`config.mk`:
```
export PLATFORM = sky130hd
export DESIGN_NAME = writeback_stage
export DESIGN_NICKNAME = d
export VERILOG_FILES = /design/src/rtl/simd_pkg.sv /design/src/rtl/wb_bypass_mux.sv /design/src/rtl/writeback_stage.sv
export SDC_FILE = /design/constraint.sdc
export NUM_CORES = 1
export LEC_CHECK = 0
export BUFFER_PORTS_ARGS = -buffer_cell sky130_fd_sc_hd__buf_4
export CORE_AREA = 2 2 549 551
export DETAILED_ROUTE_END_ITERATION = 10
export DIE_AREA = 0 0 551 553
export PLACE_DENSITY = 0.3
export SYNTH_ARGS = -nofsm -noshare
export SYNTH_HDL_FRONTEND = slang
export SYNTH_HIERARCHICAL = 1
export SYNTH_SLANG_ARGS = --single-unit
export TNS_END_PERCENT = 20
```
`constraint.sdc`:
```
create_clock -name clk -period 1.9 [get_ports clk]
set_clock_uncertainty 0.2 [all_clocks]
set_input_delay 0.38 -clock clk [delete_from_list [all_inputs] [get_ports clk]]
set_output_delay 0.38 -clock clk [all_outputs]
set_load 0.05 [all_outputs]
```
`src/rtl/simd_pkg.sv`:
```
// -----------------------------------------------------------------------------
// simd_pkg
//   Shared constants, types and decode helpers for the 128-bit SIMD pipe.
//   The register file uses is_reg_write() too. That keeps the WB-stage write
//   enable and the register file's own decode identical.
//
//   Contents:
//     DATA_W, INSTR_W, CNT_W    default widths
//     *_LSB                     instruction field positions (5-bit register fields)
//     instr_t, reg_idx_t        instruction / register index types
//     is_reg_write(instr)       1 when a non-bubble instruction writes a register
// -----------------------------------------------------------------------------
package simd_pkg;

    localparam int DATA_W    = 128;
    localparam int INSTR_W   = 25;
    localparam int CNT_W     = 32;
    localparam int REG_IDX_W = 5;

    // Field map of the instruction word
    localparam int RD_LSB  = 0;
    localparam int RS1_LSB = 5;
    localparam int RS2_LSB = 10;
    localparam int RS3_LSB = 15;
    localparam int OP_MSB  = 24;
    localparam int OP_LSB  = 23;

    // Opcode class that does not write when its rs3 field is zero (nop class)
    localparam logic [1:0] OP_NOWRITE_CLASS = 2'b11;

    typedef logic [INSTR_W-1:0]   instr_t;
    typedef logic [REG_IDX_W-1:0] reg_idx_t;

    // An all-zero word is the bubble encoding. Opcode class 2'b11 with rs3 == 0
    // is a no-write op. Every other instruction writes rd, and r0 is a normal
    // writable register.
    function automatic logic is_reg_write(input instr_t instr);
        return (instr != '0) &&
               ((instr[OP_MSB:OP_LSB] != OP_NOWRITE_CLASS) ||
                (instr[RS3_LSB +: REG_IDX_W] != '0));
    endfunction

endpackage

```
`src/rtl/wb_bypass_mux.sv`:
```
// -----------------------------------------------------------------------------
// wb_bypass_mux
//   Forwards one ID-stage operand. If the WB stage is writing the register that
//   this operand reads, the WB result replaces the raw register-file read.
//   Without this, the read would return stale data in the cycle of the write.
//
//   Ports:
//     field         in   5        source register index from the ID instruction
//     wb_dest       in   5        destination index of the WB instruction
//     reg_write_wb  in   1        WB instruction writes the register file
//     rf_data       in   DATA_W   raw register file read
//     wb_data       in   DATA_W   WB write data
//     operand       out  DATA_W   operand after bypass
//     hit           out  1        bypass taken
// -----------------------------------------------------------------------------
module wb_bypass_mux
    import simd_pkg::*;
#(
    parameter int DATA_W = simd_pkg::DATA_W
) (
    input  logic [REG_IDX_W-1:0] field,
    input  logic [REG_IDX_W-1:0] wb_dest,
    input  logic                 reg_write_wb,
    input  logic [DATA_W-1:0]    rf_data,
    input  logic [DATA_W-1:0]    wb_data,
    output logic [DATA_W-1:0]    operand,
    output logic                 hit
);

    assign hit     = reg_write_wb && (wb_dest == field);
    assign operand = hit ? wb_data : rf_data;

endmodule

```
`src/rtl/writeback_stage.sv`:
```
// -----------------------------------------------------------------------------
// writeback_stage
//   EXE->WB pipeline register and register-file write-port driver for the
//   128-bit SIMD pipe. It also counts retired register-writing instructions.
//
//   Optional feature (macro WB_FWD_EN): bypasses the WB result into the ID-stage
//   operand reads for same-cycle write/read hazards. With the macro undefined,
//   the operands pass straight through from the register file and fwd_hit is 0.
//
//   Flow control: valid_exe marks a real instruction in the EXE slot. stall
//   acts as the WB not-ready signal. A transfer from EXE into WB happens on a
//   clock edge where stall and flush are both low. While stall is high, WB
//   holds its contents and the register file rewrites the same data (harmless).
//   flush overrides stall and loads a bubble. reset overrides everything.
//
//   Ports:
//     clk, reset                  clock, synchronous active-high reset
//     alu_out_exe, instr_exe      EXE result / instruction
//     valid_exe, stall, flush     slot valid, hold, bubble-insert
//     alu_out_wb, instr_wb        register file write data / instruction
//     reg_write_wb, wb_dest       register file write enable / index
//     instr_id                    ID instruction (source field select)
//     rs1_rf..rd_rf               raw register file reads
//     rs1_id..rd_id               operands after bypass
//     fwd_hit                     {rd,rs3,rs2,rs1} bypass taken
//     retire_count                saturating retired-write counter
// -----------------------------------------------------------------------------
module writeback_stage
    import simd_pkg::*;
#(
    parameter int DATA_W  = simd_pkg::DATA_W,
    parameter int INSTR_W = simd_pkg::INSTR_W,
    parameter int CNT_W   = simd_pkg::CNT_W
) (
    input  logic               clk,
    input  logic               reset,
    input  logic [DATA_W-1:0]  alu_out_exe,
    input  logic [INSTR_W-1:0] instr_exe,
    input  logic               valid_exe,
    input  logic               stall,
    input  logic               flush,
    output logic [DATA_W-1:0]  alu_out_wb,
    output logic [INSTR_W-1:0] instr_wb,
    output logic               reg_write_wb,
    output logic [4:0]         wb_dest,
    input  logic [INSTR_W-1:0] instr_id,
    input  logic [DATA_W-1:0]  rs1_rf,
    input  logic [DATA_W-1:0]  rs2_rf,
    input  logic [DATA_W-1:0]  rs3_rf,
    input  logic [DATA_W-1:0]  rd_rf,
    output logic [DATA_W-1:0]  rs1_id,
    output logic [DATA_W-1:0]  rs2_id,
    output logic [DATA_W-1:0]  rs3_id,
    output logic [DATA_W-1:0]  rd_id,
    output logic [3:0]         fwd_hit,
    output logic [CNT_W-1:0]   retire_count
);

    logic valid_wb;

    // ---------------- WB pipeline register ----------------
    always_ff @(posedge clk) begin
        if (reset) begin
            alu_out_wb <= '0;
            instr_wb   <= '0;
            valid_wb   <= 1'b0;
        end else if (flush) begin
            alu_out_wb <= '0;
            instr_wb   <= '0;
            valid_wb   <= 1'b0;
        end else if (!stall) begin
            // An invalid EXE slot becomes the all-zero bubble instruction.
            instr_wb   <= valid_exe ? instr_exe : '0;
            alu_out_wb <= alu_out_exe;
            valid_wb   <= valid_exe;
        end
    end

    assign reg_write_wb = valid_wb && is_reg_write(instr_wb);
    assign wb_dest      = instr_wb[RD_LSB +: REG_IDX_W];

    // ---------------- retire counter ----------------
    // A WB instruction counts once, on the edge where it leaves WB. A stalled
    // instruction is counted when the stall drops. A flushed one is never counted.
    always_ff @(posedge clk) begin
        if (reset) begin
            retire_count <= '0;
        end else if (reg_write_wb && !stall && !flush && (retire_count != '1)) begin
            retire_count <= retire_count + CNT_W'(1);
        end
    end

    // ---------------- ID operand bypass ----------------
`ifdef WB_FWD_EN
    logic [REG_IDX_W-1:0] id_field [4];
    logic [DATA_W-1:0]    rf_data  [4];
    logic [DATA_W-1:0]    op_data  [4];

    // Index order matches fwd_hit bits: 0=rs1, 1=rs2, 2=rs3, 3=rd
    assign id_field[0] = instr_id[RS1_LSB +: REG_IDX_W];
    assign id_field[1] = instr_id[RS2_LSB +: REG_IDX_W];
    assign id_field[2] = instr_id[RS3_LSB +: REG_IDX_W];
    assign id_field[3] = instr_id[RD_LSB  +: REG_IDX_W];

    assign rf_data[0] = rs1_rf;
    assign rf_data[1] = rs2_rf;
    assign rf_data[2] = rs3_rf;
    assign rf_data[3] = rd_rf;

    for (genvar g = 0; g < 4; g++) begin : g_bypass
        wb_bypass_mux #(
            .DATA_W(DATA_W)
        ) u_mux (
            .field       (id_field[g]),
            .wb_dest     (wb_dest),
            .reg_write_wb(reg_write_wb),
            .rf_data     (rf_data[g]),
            .wb_data     (alu_out_wb),
            .operand     (op_data[g]),
            .hit         (fwd_hit[g])
        );
    end

    assign rs1_id = op_data[0];
    assign rs2_id = op_data[1];
    assign rs3_id = op_data[2];
    assign rd_id  = op_data[3];
`else
    // Without forwarding, instr_id is not needed.
    logic unused_instr_id;
    assign unused_instr_id = ^instr_id;

    assign rs1_id  = rs1_rf;
    assign rs2_id  = rs2_rf;
    assign rs3_id  = rs3_rf;
    assign rd_id   = rd_rf;
    assign fwd_hit = 4'b0000;
`endif

endmodule

```
==> metrics.md, run 1 <==
| Metric | Value |
|---|---|
| Post-route minimum period | 2.65 ns |
| PD cells | around 600 mW/mm^2 |
| Max-slew violation count | 0 |
| Setup crit start kind | register |
| DRC | 0 |
| Vias in the first global route | 8999 |
| Total gr overflow | 0 |
| Commonest non-fill, non-tap cell in the layout | buf_4 |
| Asr flop ratio synth | 0 |
| Share of layout cells above drive strength 1 | 0.434 |
| Hold WC Path Type | input port to register |
| Routed length per placed instance | 17.0 microns |
| Core ar. | 0.299 sq mm |
| Max Cap Viol | 0 |
| Reg-to-reg setup timing slack | -0.48 ns |
| Area occupied by multi-input gates | 0.00317 sq mm |
| Fmax | 377 MHz |
| Sequential area share after synthesis | 0.342 |
| Crit path kind | register to output pin |
| R2R Path End | retire_count[28]$_SDFFE_PP0P_ |
| Critical Path Start | instr_wb[0]$_SDFFE_PP0N_ |
| Placed cell area | 0.0155 sq mm |
| Hold WS | 0.135 ns |
| Worst VDD drop | 0.537 mV |
| H-tree depth | 4 |
| Worst R2R Path Depth | 11 |
| Post-route cell area | 0.0182 sq mm |
| I/O Pins | approximately 1.4k |
| Later-pin clock latency in the skew report | 0.56 ns |
| Largest net degree at the start of global routing | 63 |
| CTS root buffer | clkbuf_16 |
| Yosys cell types | 41 |
| First-pass DRT Iterations | 5 |
| Die height | roughly 550 microns |
| Post-Synthesis Cells | around 1.2k |
| CTS Sinks | 186 |
| Die area | 0.305 sq mm |
| PortBufs | about 350 |
| CP arrival | 2.07 ns |
| Setup repair after global routing missed its margin | yes |
| Flops & latches, synth | 186 |
| Longest Clk Path Bufs | 3 |
| Setup Viol. Count Final | 33 |
| Crit-path max FO | 2 |
| Fill count | 35.3k |
| Synthesized cell area | 0.0109 sq mm |
| Initial antenna violation count | 3 |
| Clock transition at path regs | 0.09 ns |
| Synth Area per Inst | 8.90 sq um |
| Via-to-Cell Ratio | 1.58 |
| First-pass GRT wire length | 107 mm |
| Die Width | 551 microns |
| Final ANT Viol Nets | 0 |
| FF+latch area | 0.00383 sq mm |
| Initial Util | 0.0364 |
| CTS buffer count | 25 |
| Max_slew headroom | 0.589 |
| Pre-CTS setup slack | -1.01 ns |
| Status | finished with violations |
| Layout area overhead | 67.0% |
| Initial DRC count | around 270 |
| Detailed-route via count | 8289 |
| DP Wirelength | ~77 mm |
| Worst Setup EP | reg_write_wb |
| Leak | 6.36 nW |
| Most used DFF post-synth | dfxtp_1 |
| Fin. Hold Viols | 0 |
| Final WL | ~89 mm |
| Total Power | 10.7 mW |
| Tcrit/Tclk final | 1.39 |
| Worst-path cell chain | nor4_2 -> buf_4 -> nand4_1 -> o221a_4 -> buf_8 |
| Final net count | approximately 2.0k |
| Worst Setup End Kind | output pin |
| Crit-path slowest cell | dfxtp_4 |
| Most frequent cells in the layout | buf_4 (395), nor2_1 (188), dlygate4sd3_1 (153), dfxtp_1 (130), mux2i_1 (128) |
| Synth warn | 6 |
| Final worst slack | -0.750 ns |
| Failing checks | negative setup slack |
| Critical Path Max Stage Delay | 0.36 ns |
| Required @ worst endpoint | 1.32 ns |
| EDFF count, synth | 0 |
| Tot GR Track Use | 0.0562 |
| Row count | 201 |
| Worst r2r src | instr_wb[10]$_SDFFE_PP0N_ |
| GPL Wtd Cong | 0.674 |
| Slew @ Worst Pin | 0.617 ns |
| CTS tree | done |
report_power, final:
part | total [mW] | leakage (nW) | internal (mW) | switching, mW
registers | 4.04 | 1.54 | 3.98 | 0.0575
clock network | 4.98 | 0.367 | 2.82 | 2.16
logic | 1.73 | 4.45 | 0.826 | 0.902
through the flow:
stage	setup TNS, ns	util	instances
2_1_floorplan	-3.40	-	1226
3_3_place_gp	-74.76	0.0517	5066
3_5_place_dp	-28.13	0.0518	5067
4_1_cts	-16.86	0.0598	5254
5_1_grt	-18.83	0.0609	5258
6_report	-13.09	0.0609	5259
critical path, delay by kind of cell (launching register included):
kind / cells / cell delay (ns)
AO/OA/AOI/OAI: 1 / 0.36
flip-flops: 1 / 0.36
AND/OR/NAND/NOR: 2 / 0.45
buffers and inverters: 2 / 0.34
routing by layer:
layer	vias to the layer above	global-route usage	wire length, microns	share of wire
met5	-	0.00728	256	0.0029
met4	10	0.0465	7420	0.083
met3	355	0.0627	22100	0.25
met2	752	0.0917	41700	0.47
met1	3601	0.0312	17700	0.20
li1	3571	-	-	-
area by class of cell:
class / count / share of cell area
Antenna cell: 2 / 0.000275
Timing Repair Buffer: 608 / 0.301
Sequential cell: 186 / 0.210
Multi-Input combinational cell: 470 / 0.174
Tap cell: 3958 / 0.272
Clock buffer: 27 / 0.0354
Clock inverter: 5 / 0.00571
Inverter: 3 / 0.000619
cell families (layout without fill, tap and decap cells):
logic type | count (synthesis) | count (layout) | synth area share
buffers and inverters | 570 | 643 | 0.378
AND/OR/NAND/NOR | 269 | 269 | 0.112
flip-flops | 186 | 186 | 0.342
multiplexers | 128 | 128 | 0.118
AO/OA/AOI/OAI | 41 | 41 | 0.0272
XOR/XNOR | 27 | 27 | 0.0217
adder cells (fa/ha/maj) | 1 | 1 | 0.00115
other | 1 | 6 | 0.000344
cell usage after synthesis, types with 2 or more instances:
master / n / share of area
a21oi_1: 6 / 0.0028
a22oi_1: 25 / 0.017
and3_1: 5 / 0.0029
and3_2: 2 / 0.0014
and4_2: 3 / 0.0028
buf_1: 12 / 0.0041
buf_2: 7 / 0.0032
buf_4: 522 / 0.36
clkbuf_1: 25 / 0.0086
dfxtp_1: 186 / 0.34
inv_1: 3 / 0.0010
mux2i_1: 128 / 0.12
nand2_1: 10 / 0.0034
nand3_1: 14 / 0.0064
nand4_1: 13 / 0.0075
nor2_1: 188 / 0.065
nor3_1: 8 / 0.0037
nor3b_1: 2 / 0.0014
nor4_1: 11 / 0.0063
o21ai_0: 4 / 0.0018
or3_1: 3 / 0.0017
or4_1: 2 / 0.0014
xnor2_1: 17 / 0.014
xor2_1: 10 / 0.0080
state kept, by name, summed over array words and instances (netlist names):
register / cells
alu_out_wb: 128
retire_count: 32
instr_wb: 25
valid_wb: 1
what timing repair did:
item,in CTS,in global routing
pin swaps,3,15
buffers inserted,2,2
cloned,0,1
gates resized for setup,19,69
hold buffers,153,0
endpoints found under the hold margin,153,0
endpoints found under the setup margin,61,57
how the worst min path moves through the flow:
stage / start / end / slack (ns) / cells past startpoint
3_3_place_gp: alu_out_wb[50]$_SDFFE_PP0N_ / alu_out_wb[50]$_SDFFE_PP0N_ / 0.28 / 2
5_1_grt: reset / retire_count[17]$_SDFFE_PP0P_ / 0.12 / 3
3_5_place_dp: alu_out_wb[7]$_SDFFE_PP0N_ / alu_out_wb[7]$_SDFFE_PP0N_ / 0.29 / 2
2_1_floorplan: valid_wb$_SDFFE_PP0N_ / valid_wb$_SDFFE_PP0N_ / 0.28 / 2
6_report: reset / valid_wb$_SDFFE_PP0N_ / 0.14 / 4
4_1_cts: reset / retire_count[23]$_SDFFE_PP0P_ / 0.08 / 3
No activity file was read; power rests on OpenSTA's default activity.
==> inputs of run 2 (changes only) <==
--- a/config.mk
+++ b/config.mk
@@ -10,5 +10,5 @@
 export DETAILED_ROUTE_END_ITERATION = 10
 export DIE_AREA = 0 0 551 553
-export PLACE_DENSITY = 0.3
+export PLACE_DENSITY = 0.32
 export SYNTH_ARGS = -nofsm -noshare
 export SYNTH_HDL_FRONTEND = slang
==> constraint.sdc (replaced) <==
create_clock -name clk -period 1.9 [get_ports clk]
set_clock_uncertainty 0.2 [all_clocks]
set_input_delay 0.38 -clock clk [delete_from_list [all_inputs] [get_ports clk]]
set_output_delay 0.38 -clock clk [all_outputs]
set_load 0.1 [all_outputs]
==> metrics.md, run 2 (synthesis gave the netlist of run 1 again) <==
| Metric | Value |
|---|---|
| Setup TNS | -5.88 ns (was -13.09 ns) |
| Setup Viol. Count Final | 34 (was 33) |
| Vias in the first global route | 9066 (was 8999) |
| Worst Setup EP | reg_write_wb (unchanged) |
| Final worst slack | -0.620 ns (was -0.750 ns) |
| Final Util | 0.0629 (was 0.0609) |
| Tcrit/Tclk final | 1.33 (was 1.39) |
| Die Width | 551 microns (unchanged) |
| M1 GR Usage | 0.0305 (was 0.0312) |
| R2R Path End | retire_count[9]$_SDFFE_PP0P_ (was retire_count[28]$_SDFFE_PP0P_) |
| Commonest non-fill, non-tap cell in the layout | buf_4 (unchanged) |
| Row count | 201 (unchanged) |
| GPL Wtd Cong | 0.676 (was 0.674) |
| M3 GR Usage | 0.0778 (was 0.0627) |
| Max-slew violation count | 0 (unchanged) |
| Clock transition at path regs | 0.11 ns (was 0.09 ns) |
| Hold WC Path Type | input port to register (unchanged) |
| I/O Pins | 1402 (unchanged) |
| Failing checks | negative setup slack (unchanged) |
| Leak | 6.43 nW (was 6.36 nW) |
| DP Wirelength | 82.2 mm (was 76.6 mm) |
| Max Cap Viol | 0 (unchanged) |
| Later-pin clock latency in the skew report | 0.58 ns (was 0.56 ns) |
| Detailed-route via count | 8362 (was 8289) |
| Total gr overflow | 0 (unchanged) |
| Final ANT Viol Nets | 0 (unchanged) |
| Initial DRC count | 208 (was 265) |
| Final net count | 1990 (unchanged) |
| Fill count | 35.2k (was 35.3k) |
| Worst Setup End Kind | output pin (unchanged) |
| Setup crit start kind | register (unchanged) |
| H-tree depth | 4 (unchanged) |
| Routed length per placed instance | 18.0 microns (was 17.0 microns) |
| PD cells | 579 mW/mm^2 (was 591 mW/mm^2) |
| Critical Path Start | instr_wb[10]$_SDFFE_PP0N_ (was instr_wb[0]$_SDFFE_PP0N_) |
| Required @ worst endpoint | 1.32 ns (about the same) |
| Worst VDD drop | 0.432 mV (was 0.537 mV) |
| Reg-to-reg setup timing slack | -0.21 ns (was -0.48 ns) |
| Die area | 0.305 sq mm (unchanged) |
| Share of layout cells above drive strength 1 | 0.446 (was 0.434) |
| Biggest regs | alu_out_wb: 128 flops, retire_count: 32 flops, instr_wb: 25 flops (unchanged) |
| CTS Sinks | 186 (unchanged) |
| CTS root buffer | clkbuf_16 (unchanged) |
| GR Layer Usage met2 | 0.0954 (was 0.0917) |
| Tot GR Track Use | 0.0598 (was 0.0562) |
| Total Power | 10.9 mW (was 10.7 mW) |
| Largest net degree at the start of global routing | 72 (was 63) |
| Setup repair after global routing missed its margin | yes (unchanged) |
| Crit path kind | register to output pin (unchanged) |
| Core ar. | 0.299 sq mm (unchanged) |
| Layout area overhead | 72.7% (was 67.0%) |
| Initial antenna violation count | 3 (unchanged) |
| CTS tree | done (unchanged) |
| Die height | 553 microns (unchanged) |
| Final WL | 94.7 mm (was 89.2 mm) |
| First-pass DRT Iterations | 4 (was 5) |
| CP arrival | 1.94 ns (was 2.07 ns) |
| Largest register FFs | 128 (unchanged) |
| Fin. Hold Viols | 0 (unchanged) |
| Status | finished with violations (unchanged) |
| Largest Register | alu_out_wb (unchanged) |
| Area occupied by multi-input gates | 0.00329 sq mm (was 0.00317 sq mm) |
| Grt peak-use layer | met2 (unchanged) |
| CTS buffer count | 25 (unchanged) |
| Fmax | 397 MHz (was 377 MHz) |
| DRC | 0 (unchanged) |
| Worst R2R Path Depth | 9 (was 11) |
| Worst r2r src | instr_wb[10]$_SDFFE_PP0N_ (unchanged) |
| Via-to-Cell Ratio | 1.59 (was 1.58) |
| Longest Clk Path Bufs | 3 (unchanged) |
| PortBufs | 348 (unchanged) |
| Post-route minimum period | 2.52 ns (was 2.65 ns) |
| Initial Util | 0.0364 (unchanged) |
| FF+latch area | 0.00391 sq mm (was 0.00383 sq mm) |
| Most frequent cells in the layout | buf_4 (342), nor2_1 (185), dlygate4sd3_1 (153), dfxtp_1 (129), mux2i_1 (128) (was buf_4 (395), nor2_1 (188), dlygate4sd3_1 (153), dfxtp_1 (130), mux2i_1 (128)) |
| Crit-path max FO | 2 (unchanged) |
| First-pass GRT wire length | 114 mm (was 107 mm) |
run 2: repair_timing:
item | 4_1_cts | 5_1_grt
hold buffers | 153 | 0
setup endpoints to repair | 97 | 56
gates cloned | 1 | 0
setup buffers | 8 | 2
pin swaps | 15 | 20
resized for setup | 240 | 17
hold endpoints to repair | 153 | 0
run 2: worst max-delay path: stages (launching register included):
cell	delay [ns]
dfxtp_2	0.34
nor4_4	0.28
nand3_2	0.19
o221a_4	0.35
buf_12	0.16
run 2: metal layers:
layer	vias to the layer above	wire length (microns)
met5	-	61
met2	812	43100
li1	3582	-
met1	3658	16900
met3	306	27500
met4	4	7050
run 2: layout make-up:
type	instances	share of cell area
diodes	2	0.000266
clock buffers	27	0.0342
clock inverters	6	0.00439
inverters	3	0.000599
multi-input cells	471	0.175
flip-flops and latches	186	0.208
well taps	3958	0.263
repair buffers	607	0.314
run 2: worst min-delay path by stage:
stage	end	cells past startpoint	from	slack [ns]
after floorplan	valid_wb$_SDFFE_PP0N_	2	valid_wb$_SDFFE_PP0N_	0.28
after global placement	alu_out_wb[70]$_SDFFE_PP0N_	2	alu_out_wb[70]$_SDFFE_PP0N_	0.28
after detailed placement	alu_out_wb[6]$_SDFFE_PP0N_	2	alu_out_wb[6]$_SDFFE_PP0N_	0.29
after CTS	retire_count[19]$_SDFFE_PP0P_	3	reset	0.06
after global routing	retire_count[6]$_SDFFE_PP0P_	3	reset	0.10
final	retire_count[8]$_SDFFE_PP0P_	3	reset	0.14
run 2: power breakdown:
part / internal, mW / leakage [nW] / total, mW / switching [mW]
combinational: 0.799 / 4.52 / 2.07 / 1.28
sequential: 3.94 / 1.55 / 4.00 / 0.0601
clock: 2.68 / 0.359 / 4.82 / 2.14
run 2: metrics by stage:
step                      hold WS, ns  instances  instance area [sq um]  worst slack [ns]
after floorplan                 0.283       1226                  11100            -0.197
after global placement          0.277       5062                  15400            -0.464
after detailed placement        0.288       5062                  15400            -0.414
after CTS                      0.0633       5257                  18700            -0.718
after global routing            0.102       5259                  18800            -0.764
final                           0.136       5260                  18800            -0.620
